[config.mk]
export PLATFORM = sky130hd
export DESIGN_NAME = dsfq_and_n
export DESIGN_NICKNAME = d
export VERILOG_FILES = /design/src/rtl/dsfq_pkg.sv /design/src/rtl/dsfq_hold_cell.sv /design/src/rtl/dsfq_and_n.sv
export SDC_FILE = /design/constraint.sdc
export NUM_CORES = 1
export LEC_CHECK = 0
export CAP_MARGIN = 20
export CORE_ASPECT_RATIO = 1.1
export CORE_MARGIN = 2
export CORE_UTILIZATION = 38
export CTS_BUF_LIST = sky130_fd_sc_hd__clkbuf_2 sky130_fd_sc_hd__clkbuf_4 sky130_fd_sc_hd__clkbuf_8
export CTS_CLUSTER_DIAMETER = 100
export CTS_CLUSTER_SIZE = 14
export DETAILED_ROUTE_END_ITERATION = 12
export SLEW_MARGIN = 20
export SYNTH_ARGS = -nofsm -noshare
export SYNTH_HDL_FRONTEND = slang
export SYNTH_SLANG_ARGS = --single-unit
[constraint.sdc]
create_clock -name clk -period 1.6 [get_ports clk]
set_input_delay 0.32 -clock clk [delete_from_list [all_inputs] [get_ports clk]]
set_output_delay 0.32 -clock clk [all_outputs]
set_load 0.03 [all_outputs]
[src/rtl/dsfq_pkg.sv]
// Shared helpers for the DSFQ gate family.
// Counter width, popcount and default hold.
package dsfq_pkg;

  localparam int DSFQ_HOLD = 4;
  localparam int POP_W = 64;

  // Width of a down-counter that must hold the value n.
  function automatic int cnt_w(input int n);
    return $clog2(n + 1);
  endfunction

  function automatic int popcount(
    input logic [POP_W-1:0] v
  );
    int c;
    c = 0;
    for (int i = 0; i < POP_W; i++) begin
      if (v[i]) c++;
    end
    return c;
  endfunction

endpackage

[src/rtl/dsfq_hold_cell.sv]
// One DSFQ input: edge detect and hold window.
// A pulse stays live for HOLD edges unless consumed.
module dsfq_hold_cell
  import dsfq_pkg::*;
#(
  parameter int HOLD = DSFQ_HOLD
) (
  input  logic clk,
  input  logic rst,
  input  logic armed,
  input  logic a,
  input  logic fire,
  output logic p,
  output logic live,
  output logic held
);

  localparam int CW = cnt_w(HOLD);
  typedef logic [CW-1:0] cnt_t;

  localparam cnt_t HOLD_V = cnt_t'(HOLD);
  localparam cnt_t ONE = cnt_t'(1);

  logic a_prev;
  cnt_t cnt;

  assign p    = armed & (a ^ a_prev);
  assign held = (cnt != '0);
  assign live = p | (cnt > ONE);

  // Track the input level even while disarmed.
  always_ff @(posedge clk or posedge rst) begin
    if (rst) a_prev <= 1'b0;
    else     a_prev <= a;
  end

  // Clear on fire wins over a fresh load.
  always_ff @(posedge clk or posedge rst) begin
    if (rst) begin
      cnt <= '0;
    end else if (fire) begin
      cnt <= '0;
    end else if (p) begin
      cnt <= HOLD_V;
    end else if (held) begin
      cnt <= cnt - ONE;
    end
  end

endmodule

[src/rtl/dsfq_and_n.sv]
// N-input DSFQ coincidence gate, K-of-N.
// Toggle-encoded in/out with output delay.
module dsfq_and_n
  import dsfq_pkg::*;
#(
  parameter int N          = 2,
  parameter int K          = N,
  parameter int HOLD       = DSFQ_HOLD,
  parameter int OUT_DELAY  = 2,
  parameter int ARM_CYCLES = 1
) (
  input  logic         clk,
  input  logic         rst,
  input  logic [N-1:0] a,
  input  logic         err_clr,
  output logic         q,
  output logic [N-1:0] held,
  output logic         err,
  output logic         armed
);

  localparam int AW = cnt_w(ARM_CYCLES);
  localparam logic [AW-1:0] ARM_V =
    AW'(ARM_CYCLES);

  logic [AW-1:0]        arm_cnt;
  logic [N-1:0]         p;
  logic [N-1:0]         live;
  logic [POP_W-1:0]     live_ext;
  logic                 fire;
  logic [OUT_DELAY-1:0] dly;

  assign armed    = (arm_cnt == ARM_V);
  assign live_ext = POP_W'(live);
  assign fire     = armed &
    (popcount(live_ext) >= K);

  for (genvar i = 0; i < N; i++) begin : g_cell
    dsfq_hold_cell #(
      .HOLD(HOLD)
    ) u_cell (
      .clk  (clk),
      .rst  (rst),
      .armed(armed),
      .a    (a[i]),
      .fire (fire),
      .p    (p[i]),
      .live (live[i]),
      .held (held[i])
    );
  end

  // Count settling edges after reset release.
  always_ff @(posedge clk or posedge rst) begin
    if (rst)         arm_cnt <= '0;
    else if (!armed) arm_cnt <= arm_cnt + 1'b1;
  end

  // Every fire travels the line, none merged.
  always_ff @(posedge clk or posedge rst) begin
    if (rst) begin
      dly <= '0;
    end else begin
      dly[0] <= fire;
      for (int i = 1; i < OUT_DELAY; i++) begin
        dly[i] <= dly[i-1];
      end
    end
  end

  // One output toggle per delivered fire.
  always_ff @(posedge clk or posedge rst) begin
    if (rst) q <= 1'b0;
    else     q <= q ^ dly[OUT_DELAY-1];
  end

  // A pulse onto a still-held input is an error.
  always_ff @(posedge clk or posedge rst) begin
    if (rst)             err <= 1'b0;
    else if (|(p & held)) err <= 1'b1;
    else if (err_clr)    err <= 1'b0;
  end

endmodule
; After elaboration in Yosys (flattened, before gate mapping)
; Cells that the tools add are included.
[totals]
register_bits = 13
inputBits = 5
output_inout_bits = 5
wordCells = 41
[classes]
addsub = 4
order_cmp = 3
mux = 11
bitwise = 9
n_reduce_logical = 6
[op_table]
columns = operator, n
row1 = ">= comparator 32 x 3 -> 1 bit, second input constant", 1
row2 = two-way mux 3 bit, 6
row3 = nonzero test 3 bit, 4
row4 = "> comparator 3 x 1 -> 1 bit, second input constant", 2
row5 = "subtractor 3 x 1 -> 3 bit, second input constant", 2
row6 = two-way mux 1 bit, 4
row7 = AND 1 bit, 3
row8 = bitwise XOR 1 bit, 3
row9 = "adder 1 x 1 -> 2 bit, second input constant", 1
row10 = AND 2 bit, 1
row11 = two-way mux 2 bit, 1
row12 = OR 1 bit, 2
row13 = nonzero test 2 bit, 1
row14 = OR reduction 2 bit, 1
row15 = "adder 1 bit, second input constant", 1

; Longest topological paths before layout
; Gate-level depths: netlist of the first run.
[logic_depth]
depth_word = 9
mapped_depth = 5
depth_no_buf = 5

; By module
; Synthesis of the first run repeated with hierarchy kept, for this count alone.
[unflattened]
cells_unflattened = 57
area_unflattened_um2 = 646.9
[modules_own_cells]
columns = module, n_inst, cells_per_inst, area_per_inst_um2, seq_area_each_um2
row1 = dsfq_hold_cell, 2, 23, 241.5, 100.1
row2 = dsfq_and_n, 1, 11, 163.9, 125.1

; Worst setup path after synthesis of the first run
; Ideal clock, no wire load.
[synth_path]
path_type = register to register
start = register g_cell[1].u_cell.cnt[1]
end = register g_cell[0].u_cell.cnt[0]
setup_ns = 0.094
arrival_time_ns = 1.291
required_ns = 1.506
setup_slack_ns = 0.215
stages_incl_launch_ff = 6
n_path_buf = 0
synth_period_minus_slack_ns = 1.385
path_cell_list = dfrtp_1 -> inv_1 -> ha_1 -> o21ba_1 -> o31a_1 -> a221oi_2
[synth_via]
elab_chain_cells = 6
word_cells_on_any_way = 7
cone_classes = order compare (2) / mux (2) / bitwise (2) / reduce/logical (1)
[synth_lines]
columns = item, line
row1 = start: declaration, dsfq_hold_cell.sv:25  ; cnt_t cnt;
row2 = start signal: assignment, dsfq_hold_cell.sv:46  ; cnt <= cnt - ONE;
row3 = > comparator 3 x 1 -> 1 bit (*), dsfq_hold_cell.sv:29  ; assign live = p | (cnt > ONE);
row4 = OR 1 bit (*), dsfq_hold_cell.sv:29
row5 = two-way mux 2 bit (*), dsfq_pkg.sv:19  ; if (v[i]) c++;
row6 = >= comparator 32 x 3 -> 1 bit (*), dsfq_and_n.sv:36  ; (popcount(live_ext) >= K);
row7 = AND 1 bit (*), dsfq_and_n.sv:35  ; assign fire = armed &
row8 = nonzero test 3 bit (no source line) / two-way mux 3 bit (equally long branches), -
row9 = end signal: assignment, dsfq_hold_cell.sv:46
row10 = end: declaration, dsfq_hold_cell.sv:25
; Every way passes the cells marked *; elsewhere a longest branch is shown, timed or not.
; A chain may end at the register's enable or synchronous reset.

; Final worst setup path of the first run
[layout_path]
start = register g_cell[1].u_cell.cnt[1]
end = output held[1]
[layout_via]
elab_chain_cells = 1
[layout_lines]
columns = item, line
row1 = nonzero test 3 bit, dsfq_hold_cell.sv:28  ; assign held = (cnt != '0);
row2 = end: declaration, dsfq_and_n.sv:17  ; output logic [N-1:0] held,
; No other way between the ends.

==> results.py, run 1 <==
metrics = {
    "clock_network": {
        "cts_tree": "done",
        "cts_hold_buffers": 0,
        "cts_buffers": 3,
        "clk_pin_slew_ps": 80,
        "htree_levels": 1,
        "clock_path_buffers": 2,
        "clockRootBuffer": "clkbuf_4",
        "insertion_delay_ps": 270,
        "cts.sinks": 13,
    },
    "placement": {
        "gp_congestion": 0.830,
        "postPlaceCellArea_sq_um": 810,
        "hpwlAfterDp_microns": 868,
        "port_buffers": 9,
    },
    "drt": {
        "first_pass_iters": 3,
        "totalWireLength_microns": 1200,
        "viasPerCell": 4.95,
        "antenna_left": 0,
        "dr.first_iter.drc_count": 7,
        "vias": 480,
        "avgRoutedWirePerCell_microns": 12.4,
        "drc_errors": 0,
    },
    "job": {
        "max-cap-violations": 0,
    },
    "layout": {
        "final_cell_mix": "13 x dfrtp_1, 10 x buf_4, 5 x ha_1",
        "drive_gt1_share_pct": 26.6,
        "layout_commonest_cell": "dfrtp_1",
        "final_nets": 91,
        "antennaDiodeCount": 0,
        "design_area_sq_um": 877,
        "syn2layout_area_growth_pct": 25.2,
    },
    "synthesis": {
        "synth_top_area_share_pct": 46.4,
        "syn_inst": 62,
        "syn_nets": 73,
        "ys_seq_elements": 13,
        "yosysUniqueCellTypes": 25,
        "synth_area_leader_cell": "dfrtp_1",
        "synth.avg_cell_area_sq_um": 11.3,
        "synth_area_leaders": "dfrtp_1 46%, ha_1 11%, a221oi_2 4.3%",
        "netlist_area_sq_um": 701,
        "synth_warnings": 0,
        "ys_seq_area_share_pct": 46.4,
    },
    "pwr": {
        "power_w": 0.00175,
        "powerDensity_mw_per_mm2": 1990,
        "leakagePower_nw": 0.406,
        "vdd_drop_max_uv": 748,
    },
    "timing": {
        "fmax_ghz": 0.654,
        "slew_viol_final": 0,
        "timing.final.crit_share_pct": 95.6,
        "rsz0062_at_grt": "false",
        "finalHoldViolCount": 0,
        "final.min_clock_period_ps": 1530,
        "finClkSkew_ps": 1.42,
        "setup_viol": 0,
        "setup_tns_ps": 0,
    },
    "global_routing": {
        "grt_pass1_vias": 476,
        "grt_pass1_wl_microns": 2130,
        "grt_max_degree": 14,
        "track_usage_pct": 13.4,
        "overflow": 0,
        "antenna_found_initial": 0,
    },
    "die": {
        "die_h_microns": 49.0,
        "die-area_sq_mm": 0.00220,
        "die_w_microns": 44.9,
        "rows": 16,
        "io_pins": 10,
        "start_util_pct": 39.8,
        "core_area_sq_mm": 0.00176,
    },
    "setup_path": {
        "crit_path_end_kind": "output port",
        "rrSetupSlack_ps": 110,
        "crit_type": "reg -> out",
        "cp_max_fo": 3,
        "critPathArrivalTime_ps": 1210,
        "required_ps": 1280,
        "cp-start-kind": "flop",
    },
    "outcome": {
        "status": "complete, no violations",
    },
    "min_path": {
        "hp-class": "in -> async",
    },
}
-- synthesized netlist by cell type --
cell type / n
a221oi_1: 3
a221o_1: 1
or2_2: 1
dfrtp_1: 13
nor2b_1: 2
nand3_1: 3
nor2_1: 2
a211o_1: 1
a21oi_1: 3
clkbuf_1: 1
and2_1: 1
ha_1: 6
xnor2_1: 2
o21ba_1: 1
a21boi_0: 1
conb_1: 1
a221oi_2: 2
buf_4: 2
inv_1: 5
o21ba_2: 1
xor2_1: 3
nor3b_1: 2
o31a_1: 1
nand2b_1: 3
o21a_1: 1
-- stage by stage --
stage | std cells | hold slack, ps | worst slack [ps] | utilization [%]
finish | 97 | 355 | 69.9 | 49.8
global route | 97 | 384 | 3.60 | 49.8
CTS | 97 | 364 | 33.5 | 49.1
detailed placement | 89 | 342 | -24.2 | 46.0
global placement | 89 | 341 | -33.9 | 46.0
floorplan | 62 | 197 | 215 | -
-- kinds of logic after synthesis --
logic type / count (synthesis) / share of synthesized area [%]
AO/OA/AOI/OAI: 15 / 19.1
flip-flops: 13 / 46.4
buffers and inverters: 8 / 5.36
XOR/XNOR: 5 / 6.25
adder cells (fa/ha/maj): 6 / 10.7
other: 1 / 0.535
AND/OR/NAND/NOR: 14 / 11.6
-- registers in the layout, summed over array words and instances, names as in the netlist --
signal,flops
armed,1
q,1
err,1
dly,2
g_cell.u_cell.cnt,6
g_cell.u_cell.a_prev,2
-- layout make-up --
class | instances | area [sq um]
clock buffer | 3 | 22.5
clock inverter | 1 | 5.00
fill | 175 | 885
inverter | 5 | 18.8
multi-input combinational | 41 | 350
sequential | 13 | 325
tap | 18 | 22.5
timing repair buffer | 16 | 133
-- path summary, 6_finish.rpt --
check                                        start                      end  cells after the start
setup / recovery           g_cell[1].u_cell.cnt[1]                  held[1]                      4
hold / removal                                 rst  g_cell[0].u_cell.cnt[0]                      2
setup reg to reg           g_cell[1].u_cell.cnt[1]  g_cell[0].u_cell.cnt[0]                      5
hold reg to reg                             dly[0]                   dly[1]                      0
max in group asynchronous                      rst  g_cell[1].u_cell.cnt[2]                      2
min in group clk                            dly[0]                   dly[1]                      0
-- power breakdown --
| group | leakage, nW | total, W | switching, W | internal (W) |
|---|---|---|---|---|
| combinational | 0.230 | 0.00100 | 0.000514 | 0.000490 |
| clock | 0.0177 | 0.000198 | 0.000105 | 0.0000925 |
| sequential | 0.159 | 0.000543 | 0.0000911 | 0.000452 |
| total | 0.406 | 0.00175 | 0.000711 | 0.00103 |
-- worst max-delay path, stage by stage, from the launching register on --
cell,delay [ps]
dfrtp_1,410
inv_2,90
ha_1,180
nand2b_1,90
buf_4,170
-- routing by layer --
layer	part of all wire [%]	GRT usage, %	vias to the layer above
met5	0	0	-
met3	4.2	5.93	0
met1	48	18.7	224
li1	-	-	249
met2	47	18.3	7
met4	0	4.41	0
-- what timing repair did --
item                                   4_1_cts  5_1_grt
pin swaps                                    0        1
resized for setup                            2        4
buffers inserted                             4        0
setup endpoints to repair                    4        5
endpoints found under the hold margin        0        0
Power figures use the tool's default switching activity.
==> run 2, diff against run 1 <==
--- a/config.mk
+++ b/config.mk
@@ -9,8 +9,7 @@
 export CORE_ASPECT_RATIO = 1.1
 export CORE_MARGIN = 2
 export CORE_UTILIZATION = 38
-export CTS_BUF_LIST = sky130_fd_sc_hd__clkbuf_2 sky130_fd_sc_hd__clkbuf_4 sky130_fd_sc_hd__clkbuf_8
-export CTS_CLUSTER_DIAMETER = 100
+export CTS_BUF_LIST = sky130_fd_sc_hd__clkbuf_4
 export CTS_CLUSTER_SIZE = 14
 export DETAILED_ROUTE_END_ITERATION = 12
 export SLEW_MARGIN = 20
==> constraint.sdc (replaced) <==
create_clock -name clk -period 1.8 [get_ports clk]
set_input_delay 0.36 -clock clk [delete_from_list [all_inputs] [get_ports clk]]
set_output_delay 0.36 -clock clk [all_outputs]
set_load 0.03 [all_outputs]
==> results.py, run 2 (synthesized netlist as in run 1, its figures left out) <==
metrics = {
    "setup_path": {
        "required_ps": 1440,
        "worstPathCellList": "clkdlybuf4s50_1",
        "critPathTopFamily": "buffers and inverters",
        "critPathArrivalTime_ps": 1310,
        "crit_type": "reg -> out",
        "reg2reg_depth": 5,
        "crit_path_max_incr_delay_ps": 680,
        "path_buf_inv": 1,
        "worst-path-stages": 1,
        "rrSetupSlack_ps": 260,
        "critPathCapture": "q",
        "cp-start-kind": "flop",
        "crit_path_end_kind": "output port",
        "cp_max_fo": 2,
        "r2r-start": "g_cell[1].u_cell.cnt[1]",
        "r2r_end": "g_cell[0].u_cell.cnt[0]",
        "crit_slowest_cell": "clkdlybuf4s50_1",
        "crit_path_start": "q",
    },
    "pwr": {
        "p_switching_w": 0.000611,
        "vdd_drop_max_uv": 688,
        "powerDensity_mw_per_mm2": 1780,
        "p_int_w": 0.000938,
        "clock_power_share_pct": 12.7,
        "p_sw_share_pct": 39.4,
        "comb_power_share_pct": 55.9,
        "leakagePower_nw": 0.400,
        "power_frac_seq_pct": 31.4,
    },
    "timing": {
        "final.min_clock_period_ps": 1670,
        "timing.hold.ws_ps": 364,
        "slew_viol_final": 0,
        "timing.final.crit_share_pct": 93.0,
        "fmax_ghz": 0.597,
        "setup_tns_ps": 0,
        "rsz0062_at_grt": "false",
        "finClkSkew_ps": 2.14,
        "setup_viol": 0,
        "finalHoldViolCount": 0,
    },
    "layout": {
        "regMostFlops": "g_cell.u_cell.cnt",
        "layout_commonest_cell": "dfrtp_1",
        "fin_cells": 96,
        "antennaDiodeCount": 0,
        "syn2layout_area_growth_pct": 23.9,
        "final_nets": 90,
        "final_cell_mix": "13 x dfrtp_1, 7 x clkdlybuf4s50_1, 7 x buf_4",
        "largest_register_ffs": 6,
        "drive_gt1_share_pct": 20.5,
        "fill_cells": 170,
        "reg.largest.list": "g_cell.u_cell.cnt: 6 flops, dly: 2 flops, g_cell.u_cell.a_prev: 2 flops",
    },
    "clock_network": {
        "cts.sinks": 13,
        "cts_tree": "done",
        "htree_levels": 1,
        "cts_hold_buffers": 0,
        "clock_path_buffers": 2,
        "clk_pin_slew_ps": 80,
        "cts_buffers": 3,
        "insertion_delay_ps": 280,
        "clockRootBuffer": "clkbuf_4",
    },
    "outcome": {
        "status": "complete, no violations",
    },
    "global_routing": {
        "overflow": 0,
        "track_usage_pct": 12.3,
        "grt_pass1_vias": 454,
        "grt_pass1_wl_microns": 1950,
        "antenna_found_initial": 0,
        "grt_max_degree": 14,
    },
    "die": {
        "core_area_sq_mm": 0.00176,
        "die-area_sq_mm": 0.00220,
        "io_pins": 10,
        "rows": 16,
        "start_util_pct": 39.8,
        "die_h_microns": 49.0,
        "die_w_microns": 44.9,
    },
    "drt": {
        "avgRoutedWirePerCell_microns": 11.8,
        "antenna_left": 0,
        "totalWireLength_microns": 1130,
        "dr.first_iter.drc_count": 3,
        "viasPerCell": 5.14,
        "drc_errors": 0,
        "first_pass_iters": 4,
        "vias": 493,
    },
    "placement": {
        "port_buffers": 9,
        "hpwlAfterDp_microns": 836,
        "dp.cells": 88,
        "gp_congestion": 0.785,
    },
    "min_path": {
        "min_path_cells": 0,
        "hp-class": "reg -> reg",
    },
    "job": {
        "max-cap-violations": 0,
    },
}
==> run 2: cell types whose count changed in the layout (fill, tap and decap cells not counted), sizes merged <==
cell / previous run / this run
buf: 10 / 8
clkinv: 1 / 0
clkbuf: 3 / 4
clkdlybuf4s50: 4 / 7
dlygate4sd2: 2 / 0
==> run 2: power groups by stage <==
stage	combinational [W]	sequential (W)	clock (W)
2_1_floorplan	0.000587	0.000523	0
3_3_place_gp	0.000779	0.000494	0
3_5_place_dp	0.000783	0.000495	0
4_1_cts	0.000791	0.000489	0.000206
5_1_grt	0.000959	0.000501	0.000222
6_report	0.000866	0.000487	0.000197
==> run 2: metrics by stage <==
stage	worst slack, ps	utilization (%)	area (sq um)	power [W]
detailed placement	69.3	45.7	805	0.00128
finish	125	49.3	868	0.00155
floorplan	415	-	701	0.00111
global placement	99.1	45.7	805	0.00127
CTS	61.1	47.4	835	0.00149
global route	13.1	49.3	868	0.00168
==> run 2: final cells by class <==
| cell class | count | area, sq um | share of cell area, % |
|---|---|---|---|
| multi-input combinational | 41 | 338 | 38.9 |
| inverter | 5 | 18.8 | 2.16 |
| clock buffer | 4 | 30.0 | 3.46 |
| timing repair buffer | 15 | 134 | 15.4 |
| tap | 18 | 22.5 | 2.59 |
| sequential | 13 | 325 | 37.5 |
==> run 2: worst min path at each step <==
stage | end | start
6_report | dly[1] | dly[0]
5_1_grt | dly[1] | dly[0]
4_1_cts | dly[1] | dly[0]
3_5_place_dp | dly[1] | dly[0]
3_3_place_gp | dly[1] | dly[0]
2_1_floorplan | armed | rst
==> run 2: per-layer routing <==
metal  track usage (%)  share of wire, %  up-vias
li1                  -                 -      247
met3              3.70               3.4        5
met1              16.5                50      233
met5                 0                 0        -
met2              16.2                44        8
met4              8.82               3.0        0
==> run 2: what timing repair did <==
action / in CTS / in global routing
gates resized for setup: 0 / 1
buffers inserted: 0 / 4
setup endpoints to repair: 0 / 2
==> run 3, diff against run 2 <==
--- a/config.mk
+++ b/config.mk
@@ -5,7 +5,6 @@
 export SDC_FILE = /design/constraint.sdc
 export NUM_CORES = 1
 export LEC_CHECK = 0
-export CAP_MARGIN = 20
 export CORE_ASPECT_RATIO = 1.1
 export CORE_MARGIN = 2
 export CORE_UTILIZATION = 38
==> results of run 3 <==
Same layout as run 2: the final DEF is identical, and so are final timing and power.
